==> config.mk <==
export PLATFORM = sky130hd
export DESIGN_NAME = mips_boot_loader
export DESIGN_NICKNAME = d
export VERILOG_FILES = /design/src/rtl/mips_boot_loader.sv
export SDC_FILE = /design/constraint.sdc
export NUM_CORES = 1
export LEC_CHECK = 0
export BUFFER_PORTS_ARGS = -buffer_cell sky130_fd_sc_hd__buf_2
export CAP_MARGIN = 40
export CORE_MARGIN = 1.5
export CORE_UTILIZATION = 52
export DETAILED_ROUTE_END_ITERATION = 10
export PLACE_DENSITY = 0.78
export RECOVER_POWER = 50
export SLEW_MARGIN = 25
export SYNTH_ARGS = -nofsm -noshare
export SYNTH_HDL_FRONTEND = slang
export SYNTH_SLANG_ARGS = --single-unit
==> constraint.sdc <==
create_clock -name clk -period 2 [get_ports clk]
set_input_delay 0.4 -clock clk [delete_from_list [all_inputs] [get_ports clk]]
set_output_delay 0.4 -clock clk [all_outputs]
set_load 0.03 [all_outputs]
==> src/rtl/mips_boot_loader.sv <==
// ---------------------------------------------------------------------------
// mips_boot_loader
//
// Purpose:
//    Upstream loader for the single-cycle MIPS core. It receives a byte
//    stream over a valid/ready handshake and assembles big-endian 32-bit
//    words. It writes those words into the instruction RAM write port, and
//    it holds the core in reset until a complete image has been written.
//
//    Stream: length high byte, length low byte (word count N), then N x 4
//    data bytes, each word most-significant byte first. When the
//    BOOT_CHECKSUM_EN macro is defined, one trailing checksum byte follows.
//    That byte must equal the XOR of every byte before it.
//
// Configuration macro:
//    BOOT_CHECKSUM_EN - compiles in the CHECK state and the checksum logic.
//                       Without it, the loader enters DONE straight after
//                       the last data byte.
//
// Parameters:
//    DW - instruction word width (must be 32, four bytes per word)
//    AW - instruction RAM word-address width (capacity 2**AW words)
//
// Ports:
//    clk        in   system clock, rising edge
//    rst        in   synchronous active-high reset
//    start      in   begin a load (honoured only in IDLE, DONE, ERR)
//    rx_valid   in   input byte valid
//    rx_data    in   input byte
//    rx_ready   out  loader can accept a byte this cycle
//    imem_we    out  instruction RAM write enable (single-cycle pulse)
//    imem_addr  out  instruction RAM word address
//    imem_wdata out  instruction word
//    core_rst   out  reset to the MIPS core, low only in DONE
//    busy       out  load in progress
//    done       out  image loaded (sticky until start or rst)
//    err        out  load failed (sticky until start or rst)
// ---------------------------------------------------------------------------
module mips_boot_loader #(
   parameter int DW = 32,
   parameter int AW = 8
) (
   input  logic          clk,
   input  logic          rst,
   input  logic          start,
   input  logic          rx_valid,
   input  logic [7:0]    rx_data,
   output logic          rx_ready,
   output logic          imem_we,
   output logic [AW-1:0] imem_addr,
   output logic [DW-1:0] imem_wdata,
   output logic          core_rst,
   output logic          busy,
   output logic          done,
   output logic          err
);

   // Largest legal word count. It is 17 bits wide so that AW = 16 still fits.
   localparam logic [16:0] MAX_WORDS = 17'(2 ** AW);

`ifdef BOOT_CHECKSUM_EN
   typedef enum logic [2:0] {
      IDLE, LEN_HI, LEN_LO, DATA, CHECK, DONE, ERR
   } state_t;
   // After the last data byte, the checksum byte is still outstanding.
   localparam state_t LOAD_END = CHECK;
`else
   typedef enum logic [2:0] {
      IDLE, LEN_HI, LEN_LO, DATA, DONE, ERR
   } state_t;
   localparam state_t LOAD_END = DONE;
`endif

   state_t      state;
   state_t      state_next;

   logic [7:0]  len_hi;
   logic [15:0] length;
   logic [15:0] length_in;
   logic [15:0] word_cnt;
   logic [15:0] word_cnt_inc;
   logic [1:0]  byte_cnt;
   logic [23:0] word_sr;
   logic        accept;
   logic        start_load;
   logic        word_byte_last;

`ifdef BOOT_CHECKSUM_EN
   logic [7:0]  checksum;
`endif

   // The length is complete once the low byte arrives, so decisions in
   // LEN_LO use the incoming byte directly rather than a registered copy.
   assign length_in      = {len_hi, rx_data};
   assign word_cnt_inc   = word_cnt + 16'd1;
   assign word_byte_last = (byte_cnt == 2'd3);

   // busy covers every state that consumes stream bytes.
   always_comb begin
      busy = 1'b0;
      case (state)
         LEN_HI, LEN_LO, DATA: busy = 1'b1;
`ifdef BOOT_CHECKSUM_EN
         CHECK:                busy = 1'b1;
`endif
         default:              busy = 1'b0;
      endcase
   end

   // The cycle in which a word is written is a deliberate bubble. Holding
   // ready low there keeps the write and the next byte from overlapping.
   assign rx_ready = busy & ~imem_we;
   assign accept   = rx_valid & rx_ready;
   assign done     = (state == DONE);
   assign err      = (state == ERR);
   assign core_rst = (state != DONE);

   // State register.
   always_ff @(posedge clk) begin
      if (rst) begin
         state <= IDLE;
      end else begin
         state <= state_next;
      end
   end

   // Next-state logic. start_load marks the single cycle in which a new load
   // is accepted, so that the datapath can clear its counters.
   always_comb begin
      state_next = state;
      start_load = 1'b0;
      case (state)
         IDLE: begin
            if (start) begin
               state_next = LEN_HI;
               start_load = 1'b1;
            end
         end
         LEN_HI: begin
            if (accept) begin
               state_next = LEN_LO;
            end
         end
         LEN_LO: begin
            if (accept) begin
               if ({1'b0, length_in} > MAX_WORDS) begin
                  state_next = ERR;
               end else if (length_in == 16'd0) begin
                  state_next = LOAD_END;
               end else begin
                  state_next = DATA;
               end
            end
         end
         DATA: begin
            if (accept && word_byte_last && (word_cnt_inc == length)) begin
               state_next = LOAD_END;
            end
         end
`ifdef BOOT_CHECKSUM_EN
         CHECK: begin
            if (accept) begin
               state_next = (rx_data == checksum) ? DONE : ERR;
            end
         end
`endif
         DONE, ERR: begin
            if (start) begin
               state_next = LEN_HI;
               start_load = 1'b1;
            end
         end
         default: state_next = IDLE;
      endcase
   end

   // Word assembly and the instruction RAM write port. The first three bytes
   // of a word collect in word_sr. The fourth byte completes the word, and
   // the word is registered to imem_wdata together with a one-cycle write
   // pulse. The address advances in the write cycle, so that the write uses
   // the current address. The address holds at its top value instead of
   // wrapping, because a maximum-length image ends there.
   always_ff @(posedge clk) begin
      if (rst) begin
         len_hi     <= 8'h00;
         length     <= 16'h0000;
         word_cnt   <= 16'h0000;
         byte_cnt   <= 2'd0;
         word_sr    <= 24'h000000;
         imem_we    <= 1'b0;
         imem_addr  <= '0;
         imem_wdata <= '0;
      end else begin
         imem_we <= 1'b0;
         if (start_load) begin
            word_cnt  <= 16'h0000;
            byte_cnt  <= 2'd0;
            imem_addr <= '0;
         end else begin
            if (imem_we && (imem_addr != {AW{1'b1}})) begin
               imem_addr <= imem_addr + 1'b1;
            end
            if (accept) begin
               case (state)
                  LEN_HI: len_hi <= rx_data;
                  LEN_LO: length <= length_in;
                  DATA: begin
                     byte_cnt <= byte_cnt + 2'd1;
                     if (word_byte_last) begin
                        imem_wdata <= {word_sr, rx_data};
                        imem_we    <= 1'b1;
                        word_cnt   <= word_cnt_inc;
                     end else begin
                        word_sr <= {word_sr[15:0], rx_data};
                     end
                  end
                  default: ;
               endcase
            end
         end
      end
   end

`ifdef BOOT_CHECKSUM_EN
   // Running XOR over the length and data bytes. The checksum byte itself
   // arrives in CHECK, is compared against this value, and is not folded in.
   always_ff @(posedge clk) begin
      if (rst) begin
         checksum <= 8'h00;
      end else if (start_load) begin
         checksum <= 8'h00;
      end else if (accept && (state != CHECK)) begin
         checksum <= checksum ^ rx_data;
      end
   end
`endif

endmodule

* After elaboration in Yosys (flattened, before gate mapping) *
Index checks and enable logic that the tools add are counted.

storage, ports and cells
  register bits = 110
  input bits = 12
  output and inout bits = 46
  logic and storage cells = 60

cells by class
  add/sub/neg operators = 3
  order comparisons = 1
  eq/ne operators = 13
  muxes and demuxes = 11
  bitwise gates (word level) = 7
  reduce and logical (&&, ||, !) cells = 16

operators by type and width
  cell                   number
  $mux 3                 6
  $add 16x1->16 const B  1
  $eq 16x16->1           1
  $gt 16x9->1 const B    1
  $logic_not 16->1       1
  $pmux 3 s4             1
  $reduce_and 4->1       3
  $reduce_and 3->1       3
  $add 8x1->8 const B    1
  $ne 8x8->1 const B     1
  $eq 3x2->1 const B     2
  $eq 3x3->1 const B     2
  $ne 2x2->1 const B     3
  $reduce_or 3->1        2
  $not 1->1              5
  $mux 1                 4
  $reduce_or 4->1        1
  $eq 3x1->1 const B     1
  $logic_and 1x1->1      3
  $logic_not 3->1        1
  $ne 3x3->1 const B     1
  $add 2x1->2 const B    1
  $and 1x1->1            2
  $eq 2x2->1 const B     1
  3 further kinds        3

* Logic depth before layout (Yosys ltp) *
  depth after elaboration = 9
  mapped depth = 8
  depth with buffers taken out = 7

* Worst setup path before layout *
OpenSTA, ideal clock, no wires.

  kind = reg-to-reg
  start = reg word_cnt[1]
  end = reg state[2]
  setup time = 0.069 ns
  data arrival time = 2.093 ns
  data required time = 1.931 ns
  setup slack = -0.162 ns
  cell stages (with the launch flop) = 9
  path buffers = 1
  clock period less this slack = 2.162 ns
  cell sequence = dfxtp_1 ha_1 clkbuf_1 nand2_1 nor3_1 xnor2_1 o2111ai_1 or4_1 o21ai_1

on the way
  longest elaborated chain between the ends = 5

ends and longest elaborated chain
  item                        line  text
  start: declaration          80    logic [15:0] word_cnt;
  start signal: assignment    212   word_cnt <= word_cnt_inc;
  $add 16x1->16               95    assign word_cnt_inc = word_cnt + 16'd1;
  $eq 16x16->1                156   if (accept && word_byte_last && (word_cnt_inc == length)) begin
  $logic_and 1x1->1           156
  $ne 2x2->1 (no line)        n/a
  $reduce_and 4->1 (no line)  n/a
  end signal: assignment      123   state <= state_next;
  end: declaration            74    state_t state;

Every way passes these cells.
A chain may end at the register's enable or synchronous reset.

* Final worst setup path *
  start = reg word_cnt[0]
  end = reg state[2]

on the way
  longest elaborated chain between the ends = 5

ends and longest elaborated chain
  item                        line  text
  $add 16x1->16               95
  via word_cnt_inc[1]         81    logic [15:0] word_cnt_inc;
  $eq 16x16->1                156
  $logic_and 1x1->1           156
  $ne 2x2->1 (no line)        n/a
  $reduce_and 4->1 (no line)  n/a

The timed path passes the listed nets, and every way through them passes these cells.

==> flow_metrics.tcl <==
set metrics [dict create \
    post_drt_wl_per_cell_um 15.1 \
    r2r.worst_path.cells 7 \
    hold_start "rst" \
    p_sw_frac 0.320 \
    clkSinkCount 110 \
    cap_violations 0 \
    tritoncts "built" \
    synthArstFlopShare 0 \
    syn_inst 571 \
    numCtsBuffers 9 \
    pwr-share-clk 0.308 \
    clock_path_buffers 2 \
    crit_arrival_ps 2480 \
    reg2reg_to "state[2]$_SDFFE_PP0P_" \
    ir_drop_mv 0.486 \
    die_w_um 98.7 \
    timing.rr.start "word_cnt[0]$_SDFFE_PP0P_" \
    critPathKind "flip-flop to flip-flop" \
    core_um2 8810 \
    seqPwrFrac 0.512 \
    tightest_slew_ps 501 \
    place_inst 747 \
    status "finished with violations" \
    drv_slew 0 \
    power.share.combinational 0.181 \
    path_clk_slew_ps 110 \
    instances_no_fill 764 \
    io-pin-count 58 \
    antenna_found_initial 0 \
    hold_viol_final 0 \
    drive_gt1_frac 0.142 \
    yosysUniqueCellTypes 52 \
    setup_violations 52 \
    grt_usage 0.243 \
    globalplace.congestion 0.861 \
    start_util 0.541 \
    num_vias 4336 \
    drt-total-wl_mm 11.5 \
    dr.pass1.iters 8 \
    synth_edf_count 0 \
    fin_tns_setup_ps -2920 \
    p_leak_uw 0.00216 \
    grt_pass1_vias 4137 \
    grt_max_degree 48 \
    skew_ps 15.0 \
    dr.first_iter.drc_count 397 \
    ys.warnings.count 0 \
    std_cell_rows 34 \
    ys_ff_latch 110 \
    cts.htree.levels 3 \
    power_switching_uw 1450 \
    violations "design-rule violations, negative setup slack" \
    critPathMaxFanout 2 \
    cellInternalPower_uw 3080 \
    final_nets 666 \
    synth-seq-area-share 0.462 \
    critical_path_required_ps 2310 \
    reg2reg_slack_ps -170 \
    period_minus_slack_ps 2170 \
    ant_nets 0 \
    final_common_cell "nand2_1" \
    synth-main-ff-cell "dfxtp_1" \
    syn_area_um2 4760 \
    dpl.hpwl_mm 8.20 \
    cts_setup_buffers 0 \
    fin_crit_sh 1.08 \
    portBuffers 57 \
    mostFrequentLayoutCells "nand2_1, dfxtp_1, a21oi_1" \
    place_area_um2 5430 \
    syn-num-nets 586 \
    final_util 0.635 \
    drc 4 \
    hp-class "primary input to flip-flop" \
    min_delay_path_depth 2 \
    slew_headroom 0.666 \
    area_delta_synth_final_pct 17.4 \
    clk_latency_ps 380 \
    fmax_mhz 461 \
    fin_area_um2 5590 \
    finalWorstSetupSlack_ps -169 \
    critPathLaunchType "flip-flop" \
    critPathCaptureType "flip-flop" \
    root_buffer "clkbuf_8" \
    hold_end "word_sr[22]$_SDFFE_PP0P_" \
    rsz0062_at_grt "true" \
    antenna_cells 0 \
    fp.dieH_um 98.7 \
    grt_overflow 0 \
    powerDensity_nw_per_um2 810 \
    viasPerCell 5.68 \
    pre_cts_ws_ps -260 \
    grt_first_pass_wirelength_mm 19.2 \
    avgSynthCellArea_um2 8.34 \
    die-area_um2 9750 \
]
## synth_stat cells (all sizes together) (2+ instances only)
cell / count / area share
o21a: 2 / 0.0032
a211oi: 4 / 0.0074
nor4: 4 / 0.0066
a21oi: 65 / 0.068
nand2: 129 / 0.10
o211ai: 2 / 0.0032
buf: 7 / 0.0092
nor3: 8 / 0.0084
inv: 4 / 0.0032
clkbuf: 32 / 0.025
nor2: 58 / 0.046
mux2i: 27 / 0.057
o21ai: 4 / 0.0042
ha: 3 / 0.0079
nand2b: 3 / 0.0039
nor2b: 4 / 0.0053
xor2: 24 / 0.044
or3: 2 / 0.0026
a31o: 2 / 0.0037
o31ai: 3 / 0.0047
nand4: 9 / 0.013
or4: 5 / 0.0087
and3: 6 / 0.0079
o2111ai: 2 / 0.0037
xnor2: 20 / 0.037
nand3: 12 / 0.013
and4: 4 / 0.0074
dfxtp: 110 / 0.46
## metrics by stage
stage	hold WS (ps)	total power (uW)
detailed placement	445	3160
finish	267	4530
global placement	442	3130
global route	280	4710
floorplan	432	2910
CTS	268	4540
## repair_timing
| action | CTS | global route |
|---|---|---|
| endpoints found under the setup margin | 5 | 3 |
| hold endpoints to repair | 0 | 0 |
| pin swaps | 1 | 1 |
| hold buffers | 0 | 0 |
| resized for setup | 2 | 1 |
## layout make-up
type | count | area, um2
clock buffer | 9 | 124
sequential | 110 | 2210
tap | 108 | 135
inverter | 4 | 15.0
timing repair buffer | 108 | 617
multi-input combinational | 418 | 2400
clock inverter | 7 | 91.3
fill | 738 | 3210
## registers in the layout, summed over array words and instances (netlist names)
name        count
byte_cnt        2
imem_addr       8
imem_wdata     32
imem_we         1
len_hi          8
length         16
state           3
word_cnt       16
word_sr        24
## metal layers
layer | GRT usage | vias to the layer above | part of all wire
li1 | - | 2079 | -
met1 | 0.323 | 2046 | 0.45
met2 | 0.400 | 189 | 0.47
met3 | 0.0418 | 22 | 0.065
met4 | 0.0857 | 0 | 0.016
met5 | 0 | - | 0
## cells by family (layout without fill, tap and decap cells)
logic type / count (synthesis) / after routing / share of synthesized area
AND/OR/NAND/NOR: 250 / 250 / 0.233
AO/OA/AOI/OAI: 94 / 94 / 0.121
buffers and inverters: 43 / 128 / 0.0376
adder cells (fa/ha/maj): 3 / 3 / 0.00788
flip-flops: 110 / 110 / 0.462
multiplexers: 27 / 27 / 0.0567
XOR/XNOR: 44 / 44 / 0.0809
## power by group through the flow
stage          registers [uW]  clock network (uW)  logic (uW)
3_3_place_gp             2360                   0         769
5_1_grt                  2330                1510         873
4_1_cts                  2320                1410         815
6_report                 2320                1390         819
3_5_place_dp             2370                   0         798
2_1_floorplan            2350                   0         559
## critical path, stage by stage (launching register included)
cell and delay, ps:
dfxtp_2 350, ha_4 240, xor2_1 150, or4_4 480, a211oi_2 180, o2111ai_1 180
or4_1 430, o21ai_1 90
## worst max-delay path by stage
| stage | start | to | slack, ps | cells after the start |
|---|---|---|---|---|
| after floorplan | word_cnt[1]$_SDFFE_PP0P_ | state[2]$_SDFFE_PP0P_ | -30 | 7 |
| final | word_cnt[0]$_SDFFE_PP0P_ | state[2]$_SDFFE_PP0P_ | -170 | 7 |
| after global placement | rx_data[2] | state[2]$_SDFFE_PP0P_ | -180 | 7 |
| after global routing | word_cnt[0]$_SDFFE_PP0P_ | state[2]$_SDFFE_PP0P_ | -280 | 7 |
| after detailed placement | rx_data[2] | state[2]$_SDFFE_PP0P_ | -260 | 7 |
| after CTS | word_cnt[0]$_SDFFE_PP0P_ | state[2]$_SDFFE_PP0P_ | -150 | 7 |
No activity file was read; power rests on OpenSTA's default activity.
